===== config.mk =====
export PLATFORM = sky130hd
export DESIGN_NAME = uart_tx_framed
export DESIGN_NICKNAME = d
export VERILOG_FILES = /design/src/rtl/uart_tx_framed.sv
export SDC_FILE = /design/constraint.sdc
export NUM_CORES = 1
export LEC_CHECK = 0
export BUFFER_PORTS_ARGS = -buffer_cell sky130_fd_sc_hd__buf_4
export CAP_MARGIN = 10
export CORE_MARGIN = 1.5
export CORE_UTILIZATION = 60
export CTS_CLUSTER_SIZE = 24
export DETAILED_ROUTE_END_ITERATION = 16
export HOLD_SLACK_MARGIN = 0.03
export PLACE_DENSITY = 0.81
export SETUP_SLACK_MARGIN = 0.05
export SLEW_MARGIN = 20
export SYNTH_ARGS = -nofsm -noshare
export SYNTH_HDL_FRONTEND = slang
export SYNTH_SLANG_ARGS = --single-unit

===== constraint.sdc =====
create_clock -name clk -period 4.7 [get_ports clk]
set_input_delay 0.47 -clock clk [delete_from_list [all_inputs] [get_ports clk]]
set_output_delay 0.47 -clock clk [all_outputs]
set_load 0.01 [all_outputs]

===== src/rtl/uart_tx_framed.sv =====
// ============================================================================
// Module   : uart_tx_framed
// Purpose  : Framed UART transmitter. A frame of DATA_BITS data bits
//            (LSB first), an optional parity bit and STOP_BITS stop bits is
//            sent on tx, preceded by a start bit. Every line bit lasts
//            CLKS_PER_BIT = CLK_HZ/BAUD clock cycles. A transfer made in the
//            final stop-bit cycle starts the next frame with no idle gap.
// Ports    : clk      - sole clock, rising edge
//            rst      - asynchronous active-high reset
//            in_valid - frame request present on in_data
//            in_ready - block accepts in_data this cycle
//            in_data  - payload, DATA_BITS wide
//            brk      - break request (only with UART_TX_BREAK_EN)
//            tx       - serial line, idle high, registered
//            busy     - high whenever the FSM is not idle
// Options  : define UART_TX_BREAK_EN to enable the line-break feature.
// Revision : 1.0 - initial release
// ============================================================================
`timescale 1ns/1ps
`default_nettype none

module uart_tx_framed #(
    parameter int BAUD      = 115200,
    parameter int CLK_HZ    = 25000000,
    parameter int DATA_BITS = 8,
    parameter int PARITY    = 0,
    parameter int STOP_BITS = 1
) (
    input  logic                 clk,
    input  logic                 rst,
    input  logic                 in_valid,
    output logic                 in_ready,
    input  logic [DATA_BITS-1:0] in_data,
    input  logic                 brk,
    output logic                 tx,
    output logic                 busy
);

    localparam int CLKS_PER_BIT = CLK_HZ / BAUD;
    localparam int CNT_W        = (CLKS_PER_BIT > 1) ? $clog2(CLKS_PER_BIT) : 1;
    localparam int BIT_W        = $clog2(DATA_BITS);

    localparam logic [CNT_W-1:0] CNT_LAST  = CNT_W'(CLKS_PER_BIT - 1);
    localparam logic [BIT_W-1:0] DATA_LAST = BIT_W'(DATA_BITS - 1);
    localparam logic [BIT_W-1:0] STOP_LAST = BIT_W'(STOP_BITS - 1);
    localparam logic             PAR_EN    = (PARITY != 0);
    localparam logic             PAR_ODD   = (PARITY == 1);

    // Elaboration-time parameter legality checks
    generate
        if (DATA_BITS < 5 || DATA_BITS > 9) begin : g_bad_data_bits
            $error("uart_tx_framed: DATA_BITS must be 5..9");
        end
        if (PARITY < 0 || PARITY > 2) begin : g_bad_parity
            $error("uart_tx_framed: PARITY must be 0, 1 or 2");
        end
        if (STOP_BITS < 1 || STOP_BITS > 2) begin : g_bad_stop_bits
            $error("uart_tx_framed: STOP_BITS must be 1 or 2");
        end
        if (CLKS_PER_BIT < 2) begin : g_bad_clks_per_bit
            $error("uart_tx_framed: CLK_HZ/BAUD must be at least 2");
        end
    endgenerate

    typedef enum logic [2:0] {
        S_IDLE  = 3'd0,
        S_START = 3'd1,
        S_DATA  = 3'd2,
        S_PAR   = 3'd3,
        S_STOP  = 3'd4
`ifdef UART_TX_BREAK_EN
        ,
        S_BREAK = 3'd5
`endif
    } state_t;

    state_t                 r_state,  w_state_nxt;
    logic [CNT_W-1:0]       r_cnt,    w_cnt_nxt;
    logic [BIT_W-1:0]       r_bit,    w_bit_nxt;
    logic [DATA_BITS-1:0]   r_shift,  w_shift_nxt;
    logic                   r_par,    w_par_nxt;
    logic                   r_tx,     w_tx_nxt;
    logic                   w_brk_req;
    logic                   w_last_stop;
    logic                   w_take;

`ifdef UART_TX_BREAK_EN
    assign w_brk_req = brk;
`else
    logic w_unused_brk;
    assign w_unused_brk = brk;
    assign w_brk_req    = 1'b0;
`endif

    // Final cycle of the last stop bit: the only in-frame point that accepts
    // a new request, so consecutive frames abut without an idle bit.
    assign w_last_stop = (r_state == S_STOP) && (r_bit == STOP_LAST) && (r_cnt == CNT_LAST);

    // A pending break request withholds ready in IDLE so brk wins over in_valid.
    assign in_ready = !rst && (((r_state == S_IDLE) && !w_brk_req) || w_last_stop);
    assign w_take   = in_valid && in_ready;
    assign busy     = (r_state != S_IDLE);
    assign tx       = r_tx;

    always_ff @(posedge clk or posedge rst) begin
        if (rst) begin
            r_state <= S_IDLE;
            r_cnt   <= '0;
            r_bit   <= '0;
            r_shift <= '0;
            r_par   <= 1'b0;
            r_tx    <= 1'b1;
        end else begin
            r_state <= w_state_nxt;
            r_cnt   <= w_cnt_nxt;
            r_bit   <= w_bit_nxt;
            r_shift <= w_shift_nxt;
            r_par   <= w_par_nxt;
            r_tx    <= w_tx_nxt;
        end
    end

    // tx is registered, so each branch computes the level of the bit that
    // begins at the coming edge.
    always_comb begin
        w_state_nxt = r_state;
        w_cnt_nxt   = r_cnt + 1'b1;
        w_bit_nxt   = r_bit;
        w_shift_nxt = r_shift;
        w_par_nxt   = r_par;
        w_tx_nxt    = r_tx;

        case (r_state)
            S_IDLE: begin
                w_cnt_nxt = '0;
                w_bit_nxt = '0;
                w_tx_nxt  = 1'b1;
`ifdef UART_TX_BREAK_EN
                if (brk) begin
                    w_state_nxt = S_BREAK;
                    w_tx_nxt    = 1'b0;
                end
`endif
            end
            S_START: begin
                if (r_cnt == CNT_LAST) begin
                    w_cnt_nxt   = '0;
                    w_state_nxt = S_DATA;
                    w_tx_nxt    = r_shift[0];
                end
            end
            S_DATA: begin
                if (r_cnt == CNT_LAST) begin
                    w_cnt_nxt = '0;
                    if (r_bit == DATA_LAST) begin
                        w_bit_nxt = '0;
                        if (PAR_EN) begin
                            w_state_nxt = S_PAR;
                            w_tx_nxt    = r_par;
                        end else begin
                            w_state_nxt = S_STOP;
                            w_tx_nxt    = 1'b1;
                        end
                    end else begin
                        w_bit_nxt   = r_bit + 1'b1;
                        w_shift_nxt = r_shift >> 1;
                        w_tx_nxt    = r_shift[1];
                    end
                end
            end
            S_PAR: begin
                if (r_cnt == CNT_LAST) begin
                    w_cnt_nxt   = '0;
                    w_bit_nxt   = '0;
                    w_state_nxt = S_STOP;
                    w_tx_nxt    = 1'b1;
                end
            end
            S_STOP: begin
                if (r_cnt == CNT_LAST) begin
                    w_cnt_nxt = '0;
                    if (r_bit == STOP_LAST) begin
                        w_state_nxt = S_IDLE;
                        w_tx_nxt    = 1'b1;
                    end else begin
                        w_bit_nxt = r_bit + 1'b1;
                    end
                end
            end
`ifdef UART_TX_BREAK_EN
            S_BREAK: begin
                w_cnt_nxt = '0;
                w_tx_nxt  = 1'b0;
                if (!brk) begin
                    // Starting STOP at its last index yields exactly one
                    // stop-bit time, whatever STOP_BITS is.
                    w_state_nxt = S_STOP;
                    w_bit_nxt   = STOP_LAST;
                    w_tx_nxt    = 1'b1;
                end
            end
`endif
            default: begin
                w_state_nxt = S_IDLE;
                w_cnt_nxt   = '0;
                w_bit_nxt   = '0;
                w_tx_nxt    = 1'b1;
            end
        endcase

        // Accepting a frame overrides the per-state result (IDLE or the final
        // stop-bit cycle).
        if (w_take) begin
            w_state_nxt = S_START;
            w_cnt_nxt   = '0;
            w_bit_nxt   = '0;
            w_shift_nxt = in_data;
            w_par_nxt   = (^in_data) ^ PAR_ODD;
            w_tx_nxt    = 1'b0;
        end
    end

endmodule

`default_nettype wire

; After elaboration in Yosys (flattened, before gate mapping)
; Index checks and enable logic that the tools add are counted.
; W data, S select, Z words.
[op_classes]
n_reduce_logical = 16
n_eq_ne = 16
mux = 30
add_sub_neg = 2
[op_table]
columns = cell, n
row1 = $mux W8, 7
row2 = $mux W3, 13
row3 = $ne A3 B3 Y1 const B, 5
row4 = $pmux W3 S5, 1
row5 = $pmux W3 S4, 1
row6 = $reduce_and A5 Y1, 2
row7 = $add A8 B1 Y8 const B, 1
row8 = $eq A8 B8 Y1 const B, 1
row9 = $mux W1, 7
row10 = $reduce_and A7 Y1, 1
row11 = $eq A3 B2 Y1 const B, 2
row12 = $eq A3 B3 Y1 const B, 2
row13 = $logic_not A3 Y1, 2
row14 = $ne A2 B2 Y1 const B, 3
row15 = $ne A3 B2 Y1 const B, 2
row16 = $logic_and A1 B1 Y1, 4
row17 = $pmux W1 S4, 1
row18 = $reduce_bool A2 Y1, 2
row19 = $reduce_or A4 Y1, 1
row20 = $add A3 B1 Y3 const B, 1
row21 = $eq A3 B1 Y1 const B, 1
row22 = $reduce_and A3 Y1, 1
row23 = $reduce_bool A3 Y1, 1
row24 = $logic_not A1 Y1, 1
row25 = $logic_or A1 B1 Y1, 1
[word_totals]
input_bits = 12
out_inout_bits = 3
word_cells = 69
register_bits = 23

; Longest topological paths before layout
; Gate-level depths: netlist (run 1).
[depth]
word_depth = 8
mapped_depth = 6

; Worst setup path before layout (run 1)
; OpenSTA, ideal clock, no wires.
[synth_timing]
path_type = register to output
startpoint = reg r_cnt[0]
endpoint = out in_ready
required_time_ps = 4230
arrival_ps = 1406
stages_incl_launch_ff = 6
path_buffers = 0
path_slack_ps = 2824
path_cell_list = dfrtp_1 inv_1 ha_1 and3b_1 a31oi_2 nor4_1
[synth_via]
elab_chain_len = 4
[synth_rtl]
columns = element, line_no
row1 = "start, declared", 78  ; logic [CNT_W-1:0] r_cnt, w_cnt_nxt;
row2 = "start signal, assigned", 115  ; r_cnt <= w_cnt_nxt;
row3 = $eq A8 B8 Y1, 97  ; assign w_last_stop = (r_state == S_STOP) && (r_bit == STOP_LAST) && (r_cnt == CNT_LAST);
row4 = $logic_and A1 B1 Y1, 97
row5 = $logic_or A1 B1 Y1, 100  ; assign in_ready = !rst && (((r_state == S_IDLE) && !w_brk_req) || w_last_stop);
row6 = $logic_and A1 B1 Y1, 100
row7 = "end, declared", 32  ; output logic in_ready,
; Every way passes these cells.

; Worst setup path after layout (run 1)
; Ends and elaborated chain as after synthesis.

==> impl_metrics.env, run 1 <==
export IMPL_synth_simple_gate_area_share_pct=25.16
export IMPL_synthMuxAreaShare_pct=1.561
export IMPL_critPathTopFamily="simple AND/OR/NAND/NOR gates"
export IMPL_dp_slack_ps=2610
export IMPL_critPathArrivalTime_ps=1940
export IMPL_period_needed_ps=2406
export IMPL_num_rows=17
export IMPL_htreeDepth=1
export IMPL_antenna_found_initial=0
export IMPL_drv_cap=0
export IMPL_grt_pass1_vias=1082
export IMPL_clock_sinks=23
export IMPL_synth_edf_count=0
export IMPL_synth_nets=148
export IMPL_num_antenna_cells=0
export IMPL_die_area_sq_um=2566
export IMPL_avgViaCountPerCell=6.064
export IMPL_dp_hpwl_um=2108
export IMPL_synthToLayoutAreaGrowth_pct=10.19
export IMPL_p_sw_uw=188.6
export IMPL_synthAdderAreaFrac_pct=4.591
export IMPL_synth_cells=131
export IMPL_cts_tree="yes"
export IMPL_seqPwrFrac_pct=55.3
export IMPL_p_leak_nw=0.7452
export IMPL_overflow=0
export IMPL_initial_utilization_pct=62.80
export IMPL_final_nets=163
export IMPL_startpoint="r_cnt[0]"
export IMPL_tns_ps=0
export IMPL_place_congestion=0.7858
export IMPL_cp_data_required_time_ps=4230
export IMPL_num_vias=1049
export IMPL_die_h_um=50.66
export IMPL_wl_um=2837
export IMPL_path_buf_inv=2
export IMPL_total_power_uw=563.7
export IMPL_cp_max_fo=6
export IMPL_reg2reg_depth=6
export IMPL_endpoint_kind="output pin"
export IMPL_tightest_slew_ps=847.8
export IMPL_powerDensity_nw_per_um2=375.5
export IMPL_cts_made_buffers=3
export IMPL_hold_violations=0
export IMPL_io_pins=15
export IMPL_finalHoldWorstSlack_ps=324.6
export IMPL_p_sw_share_pct=33.46
export IMPL_rsz0062_at_grt="false"
export IMPL_setup_viol=0
export IMPL_slew_viol_final=0
export IMPL_yosysWarnings=0
export IMPL_cpMaxStageDelayCell="dfrtp_1"
export IMPL_ant_nets=0
export IMPL_min_period_over_period_pct=51.19
export IMPL_grt_use_total_pct=25.80
export IMPL_path_cells="inv_1, ha_1, and3b_1, a31oi_2, nor4_1, buf_4"
export IMPL_root_buffer="clkbuf_4"
export IMPL_power_frac_clock_pct=16.3
export IMPL_ys_seq_area_share_pct=42.33
export IMPL_status="finished clean"
export IMPL_synth_ff_type="dfrtp_1"
export IMPL_clock_tree_buffer_depth=2
export IMPL_avgRoutedWirePerCell_um=16.40
export IMPL_comb_power_share_pct=28.5
export IMPL_die_w_um=50.66
export IMPL_coreArea_sq_um=2170
export IMPL_holdCritPathClass="in -> async"
export IMPL_synth_compound_area_share_pct=18.82
export IMPL_ff2ff_setup_slack_ps=2570
export IMPL_synth_seq_cells=23
export IMPL_postSynthAreaPerCell_sq_um=10.40
export IMPL_worst_slack_ps=2294
export IMPL_cp_start_kind="register"
export IMPL_rr_startpoint="r_bit[0]"
export IMPL_drc=0
export IMPL_io_buffers=13
export IMPL_p_int_uw=375.1
export IMPL_max_freq_ghz=0.4156
export IMPL_cts_resized=0
export IMPL_irDropWorstVdd_mv=0.2973
export IMPL_cpPeakStageDelay_ps=450
export IMPL_skew_ps=10.45
export IMPL_grt_max_degree=24
export IMPL_synth_xor_area_share_pct=3.857
export IMPL_syn_area_sq_um=1363
export IMPL_path_class="reg -> out"
export IMPL_relSlewSlack_pct=43.42
export IMPL_timing_rr_end="r_shift[5]"
export IMPL_cts_hold_buffers=0
export IMPL_ys_types=48
export IMPL_path_clk_slew_ps=120
export IMPL_synthArstFlopShare_pct=100.0
export IMPL_post_cts_buffers=0
export IMPL_synth_top_family_by_area="simple AND/OR/NAND/NOR gates"
export IMPL_drt_initial_drc_count=23
export IMPL_worstSkewPairLatency_ps=320
export IMPL_grt_pass1_wl_um=4926
export IMPL_drive_gt1_share_pct=18.62
export IMPL_dr_pass1_iters=4
final cells by class:
class                      instances  area, sq um
fill                             186        668.1
tap                               28        35.03
sequential                        23        576.8
timing repair buffer              13        97.59
inverter                           8        30.03
clock buffer                       4        26.28
multi-input combinational         97        735.7
flip-flops by register name, indices dropped and copies added (netlist names):
name / cells
r_shift: 8
r_bit: 3
tx: 1
r_state: 3
r_cnt: 8
stage by stage:
stage | area, sq um | utilization, % | cells
finish | 1501 | 69.20 | 173
floorplan | 1363 | - | 131
global route | 1501 | 69.20 | 173
global placement | 1475 | 67.99 | 169
detailed placement | 1475 | 67.99 | 169
CTS | 1501 | 69.20 | 173
cell families (layout without fill, tap and decap cells):
| kind of cell | count (synthesis) | after routing |
|---|---|---|
| xor+xnor | 6 | 6 |
| mux | 2 | 2 |
| fa+ha+maj | 5 | 5 |
| buf+inv | 11 | 25 |
| flops | 23 | 23 |
| compound gates | 32 | 32 |
| simple gates | 52 | 52 |
cells in the mapped netlist, types with 2 or more instances:
cell	count	share of area [%]
a21oi_1	4	1.5
nand2_1	5	1.4
and3_1	3	1.4
ha_1	5	4.6
o31ai_1	4	2.2
inv_1	8	2.2
a221o_1	7	5.1
nand3_1	6	2.2
nor2_1	9	2.5
nand2b_1	6	2.8
dfrtp_1	22	40
nor3_1	2	0.73
xor2_1	5	3.2
or3_1	2	0.92
o21ai_0	2	0.73
o22ai_1	3	1.4
and2_1	7	3.2
power groups by stage:
stage | sequential (mW) | combinational (mW) | clock (mW)
finish | 0.312 | 0.160 | 0.0916
detailed placement | 0.315 | 0.160 | 0
CTS | 0.312 | 0.163 | 0.0948
floorplan | 0.300 | 0.125 | 0
global placement | 0.310 | 0.152 | 0
global route | 0.321 | 0.178 | 0.101
how the worst max path moves through the flow:
stage	slack, ps	end	cells after the start
finish	2290	in_ready	6
global route	2150	in_ready	6
CTS	2270	in_ready	6
detailed placement	2610	r_shift[5]	6
global placement	2660	r_shift[3]	6
floorplan	2820	in_ready	5
per-layer routing:
metal / track usage (%) / part of all wire (%) / routed length (um)
met1: 32.88 / 46 / 1292
met2: 43.86 / 51 / 1436
met3: 3.571 / 2.2 / 63
met4: 10.81 / 1.6 / 44
met5: 0 / 0 / 0
layout by cell type, fill, tap and decap left out, drive strengths merged, types with 4 or more instances in the layout:
| cell type | instances |
|---|---|
| o31ai | 5 |
| a221o | 7 |
| nor2 | 10 |
| nand2 | 5 |
| nand3 | 6 |
| buf | 13 |
| xor2 | 5 |
| and2 | 7 |
| dfrtp | 22 |
| a21oi | 5 |
| clkbuf | 4 |
| inv | 8 |
| ha | 5 |
| nand2b | 6 |
(Power assumes the default switching activity.)
==> run 2, diff against run 1 <==
Settings changed: CORE_UTILIZATION 60 to 57, PLACE_DENSITY 0.81 to 0.78.
Clock period 4.7 ns to 2.4 ns, I/O delays scaled along.
==> run 2 against run 1 <==
Net effect: via count increased by 2.7%; sequential power increased by 95%; combinational power is 92% higher; critical path type unchanged; largest cell class unchanged; highest routed layer unchanged.
==> impl_metrics.env, run 2 (synthesis results as in run 1) <==
export IMPL_holdCritPathClass="in -> async"
export IMPL_reg2reg_depth=6
export IMPL_clock_sinks=23
export IMPL_max_freq_ghz=0.4693
export IMPL_endpoint_kind="output pin"
export IMPL_grt_max_degree=24
export IMPL_num_antenna_cells=0
export IMPL_hold_violations=0
export IMPL_final_cells=174
export IMPL_overflow=0
export IMPL_cts_tree="yes"
export IMPL_avgRoutedWirePerCell_um=15.18
export IMPL_die_h_um=51.89
export IMPL_timing_rr_end="r_shift[1]"
export IMPL_dp_slack_ps=467.2
export IMPL_drt_initial_drc_count=44
export IMPL_path_cells="inv_1, ha_1, and3b_1, a31oi_2, nor4_1, buf_4"
export IMPL_worstSkewPairLatency_ps=310
export IMPL_register_area_sq_um=576.8
export IMPL_setup_viol=0
export IMPL_dp_hpwl_um=1903
export IMPL_mostFrequentLayoutCell="dfrtp_1"
export IMPL_die_area_sq_um=2693
export IMPL_powerDensity_nw_per_um2=729.5
export IMPL_period_needed_ps=2131
export IMPL_cpPeakStageDelay_ps=450
export IMPL_dr_pass1_iters=4
export IMPL_num_rows=17
export IMPL_path_class="reg -> out"
export IMPL_relSlewSlack_pct=42.53
export IMPL_grt_pass1_vias=1011
export IMPL_cpMaxStageDelayCell="dfrtp_1"
export IMPL_ant_nets=0
export IMPL_grt_pass1_wl_um=4512
export IMPL_cp_max_fo=6
export IMPL_ff2ff_setup_slack_ps=440
export IMPL_path_buf_inv=2
export IMPL_critPathArrivalTime_ps=1890
export IMPL_root_buffer="clkbuf_4"
export IMPL_drv_cap=0
export IMPL_rr_startpoint="r_cnt[0]"
export IMPL_rsz0062_at_grt="false"
export IMPL_grt_use_total_pct=22.57
export IMPL_io_buffers=13
export IMPL_cts_hold_buffers=0
export IMPL_cp_data_required_time_ps=2160
export IMPL_htreeDepth=1
export IMPL_die_w_um=51.89
export IMPL_min_period_over_period_pct=88.78
export IMPL_final_nets=164
export IMPL_cts_resized=0
export IMPL_post_cts_buffers=0
export IMPL_initial_utilization_pct=61.01
export IMPL_worst_slack_ps=269.3
export IMPL_slew_viol_final=0
export IMPL_cts_made_buffers=3
export IMPL_drc=0
export IMPL_critPathTopFamily="flip-flops"
export IMPL_io_pins=15
export IMPL_top_regs="r_cnt (8), r_shift (8)"
export IMPL_total_power_mw=1.102
export IMPL_clock_tree_buffer_depth=2
export IMPL_wl_um=2641
export IMPL_num_vias=1077
export IMPL_p_leak_nw=0.7534
export IMPL_path_clk_slew_ps=140
export IMPL_avgViaCountPerCell=6.190
export IMPL_cp_start_kind="register"
export IMPL_status="finished clean"
export IMPL_multiInputGateArea_sq_um=735.7
export IMPL_coreArea_sq_um=2233
export IMPL_synthToLayoutAreaGrowth_pct=10.84
export IMPL_skew_ps=3.667
export IMPL_drive_gt1_share_pct=19.86
export IMPL_antenna_found_initial=0
export IMPL_tns_ps=0
export IMPL_tightest_slew_ps=861.1
export IMPL_place_congestion=0.7744
export IMPL_layout_common_cells="dfrtp_1 (22), buf_4 (14), nor2_1 (9)"
export IMPL_irDropWorstVdd_mv=0.5004
export IMPL_placed_cells=170
export IMPL_fillers=185
-- run 2: layout make-up --
cell class,count,share of cell area (%)
Multi-Input combinational cell,97,48.72
Sequential cell,23,38.19
Timing Repair Buffer,14,6.959
Tap cell,28,2.320
Inverter,8,1.988
Clock buffer,3,1.491
Clock inverter,1,0.3314
-- run 2: power by group --
| group | switching, mW | total (mW) | internal [mW] |
|---|---|---|---|
| registers | 0.106 | 0.607 | 0.501 |
| clock network | 0.125 | 0.187 | 0.0623 |
| logic | 0.139 | 0.307 | 0.168 |
-- run 2: stage by stage --
| stage | hold WS, ps | utilization [%] | instance area (sq um) |
|---|---|---|---|
| after detailed placement | 465.3 | 66.39 | 1483 |
| final | 100.6 | 67.62 | 1510 |
| after floorplan | 241.2 | - | 1363 |
| after global placement | 460.9 | 66.39 | 1483 |
| after CTS | 135.0 | 67.62 | 1510 |
| after global routing | 140.6 | 67.62 | 1510 |
-- run 2: worst max path at each step --
| stage | end | slack [ps] | cells after the start | start |
|---|---|---|---|---|
| after floorplan | r_shift[1] | 550 | 6 | r_bit[0] |
| after global placement | r_shift[4] | 520 | 6 | r_cnt[0] |
| after detailed placement | r_shift[1] | 470 | 6 | r_cnt[0] |
| after CTS | in_ready | 280 | 6 | r_cnt[0] |
| after global routing | in_ready | 180 | 6 | r_cnt[0] |
| final | in_ready | 270 | 6 | r_cnt[0] |
-- run 2: layer usage --
metal	vias to the layer above	global-route usage, %	wire length (um)
li1	512	-	-
met3	4	3.448	123
met2	40	35.02	1298
met1	521	31.46	1192
met5	-	0	0
met4	0	9.211	27
==> run 3, diff against run 2 <==
Settings changed: CORE_UTILIZATION 57 to 50, PLACE_DENSITY 0.78 to 0.7.
==> run 3 against run 2 <==
Net effect: final cell count increased by 1.1%; sequential cell count unchanged; die area increased by 13%; non-clock buffer count unchanged; combinational power about the same; clock power decreased by 5%; worst setup slack improved by 20 ps; routed wire length decreased by 0.83%; clock skew decreased by 0.78 ps; sequential share of layout area about the same; clock-buffer cell count increased by 1.
==> impl_metrics.env, run 3 (synthesis results as in run 1) <==
export IMPL_status="finished clean"
export IMPL_comb_power_share_pct=28.3
export IMPL_dp_hpwl_um=1961
export IMPL_grt_pass1_wl_um=4809
export IMPL_avgRoutedWirePerCell_um=14.88
export IMPL_cp_start_kind="register"
export IMPL_path_cells="inv_1, ha_1, and3b_1, a31oi_2, nor4_1, buf_4"
export IMPL_register_area_sq_um=576.8
export IMPL_seqPwrFrac_pct=55.6
export IMPL_clock_sinks=23
export IMPL_dr_pass1_iters=4
export IMPL_io_buffers=13
export IMPL_hold_violations=0
export IMPL_final_util_pct=59.92
export IMPL_die_w_um=55.20
export IMPL_cts_resized=0
export IMPL_min_period_over_period_pct=87.96
export IMPL_power_frac_clock_pct=16.1
export IMPL_irDropWorstVdd_mv=0.4992
export IMPL_place_congestion=0.7698
export IMPL_ant_nets=0
export IMPL_top_regs="r_cnt (8), r_shift (8)"
export IMPL_slew_viol_final=0
export IMPL_cts_hold_buffers=0
export IMPL_holdCritPathClass="in -> async"
export IMPL_drt_initial_drc_count=30
export IMPL_mostFrequentLayoutCell="dfrtp_1"
export IMPL_drc=0
export IMPL_final_nets=164
export IMPL_cts_made_buffers=3
export IMPL_num_antenna_cells=0
export IMPL_path_buf_inv=2
export IMPL_path_clk_slew_ps=120
export IMPL_htreeDepth=1
export IMPL_drv_cap=0
export IMPL_path_class="reg -> out"
export IMPL_drive_gt1_share_pct=19.18
export IMPL_coreArea_sq_um=2522
export IMPL_grt_pass1_vias=1041
export IMPL_cpPeakStageDelay_ps=440
export IMPL_rr_startpoint="r_cnt[0]"
export IMPL_skew_ps=2.890
export IMPL_io_pins=15
export IMPL_grt_use_total_pct=19.15
export IMPL_avgViaCountPerCell=5.960
export IMPL_relSlewSlack_pct=41.18
export IMPL_tightest_slew_ps=881.3
export IMPL_die_h_um=55.20
export IMPL_post_cts_buffers=0
export IMPL_tns_ps=0
export IMPL_p_leak_nw=0.7507
export IMPL_endpoint_kind="output pin"
export IMPL_cp_max_fo=6
export IMPL_max_freq_ghz=0.4737
export IMPL_powerDensity_nw_per_um2=724.6
export IMPL_period_needed_ps=2111
export IMPL_final_cells=176
export IMPL_grt_max_degree=24
export IMPL_reg2reg_depth=6
export IMPL_overflow=0
export IMPL_antenna_found_initial=0
export IMPL_initial_utilization_pct=54.02
export IMPL_critPathArrivalTime_ps=1870
export IMPL_p_int_uw=734.4
export IMPL_num_rows=18
export IMPL_num_vias=1049
export IMPL_timing_rr_end="r_shift[4]"
export IMPL_p_sw_uw=360.8
export IMPL_wl_um=2619
export IMPL_cp_data_required_time_ps=2160
export IMPL_root_buffer="clkbuf_4"
export IMPL_layout_common_cells="dfrtp_1 (22), buf_4 (14), nor2_1 (9)"
export IMPL_cts_tree="yes"
export IMPL_ff2ff_setup_slack_ps=450
export IMPL_synthToLayoutAreaGrowth_pct=10.93
export IMPL_die_area_sq_um=3047
export IMPL_p_sw_share_pct=32.95
export IMPL_cpMaxStageDelayCell="dfrtp_1"
export IMPL_multiInputGateArea_sq_um=735.7
export IMPL_fillers=220
export IMPL_setup_viol=0
export IMPL_clock_tree_buffer_depth=2
export IMPL_critPathTopFamily="flip-flops"
export IMPL_rsz0062_at_grt="false"
export IMPL_placed_cells=172
export IMPL_worstSkewPairLatency_ps=300
-- run 3: changes by cell type in the layout (fill, tap and decap cells not counted) --
| cell | change |
|---|---|
| clkinv_2 | -1 |
| clkbuf_1 | +1 |
-- run 3: layout make-up --
type / instances / area share, %
Inverter: 8 / 1.987
Timing Repair Buffer: 14 / 6.954
Multi-Input combinational cell: 97 / 48.68
Sequential cell: 23 / 38.16
Clock buffer: 4 / 1.738
Tap cell: 30 / 2.483
-- run 3: how the worst max path moves through the flow --
stage	start	end	depth (start not counted)
global placement	r_cnt[0]	r_shift[4]	6
floorplan	r_bit[0]	r_shift[1]	6
global route	r_cnt[0]	in_ready	6
CTS	r_cnt[0]	in_ready	6
detailed placement	r_cnt[0]	r_shift[4]	6
finish	r_cnt[0]	in_ready	6
-- run 3: metal layers --
metal	global-route usage, %	vias to the layer above	wire length [um]	share of wire, %
li1	-	515	-	-
met1	28.36	519	1312	50
met2	29.76	11	1238	47
met3	2.108	4	41	1.6
met4	5.226	0	26	0.99
met5	0	-	0	0
-- run 3: worst register-to-register path: stages, from the launching register on --
cell and delay, ps:
dfrtp_1 440, inv_1 60, ha_1 230, and3b_1 250
a31oi_2 330, nor2_2 150, a221o_1 380
-- run 3: stage by stage --
stage	worst slack, ps	hold WS, ps	instance area (sq um)	power, mW
2_1_floorplan	545.4	241.2	1363	0.8321
3_3_place_gp	512.2	461.3	1485	0.9088
3_5_place_dp	451.3	474.8	1485	0.9282
4_1_cts	278.5	145.0	1511	1.110
5_1_grt	130.8	141.3	1511	1.176
6_report	288.9	119.0	1511	1.095
-- run 3: power by group through the flow --
stage	Clock (mW)	Sequential [mW]	Combinational, mW
after floorplan	0	0.588	0.244
after global placement	0	0.609	0.299
after detailed placement	0	0.615	0.313
after CTS	0.186	0.608	0.315
after global routing	0.202	0.623	0.351
final	0.177	0.609	0.310
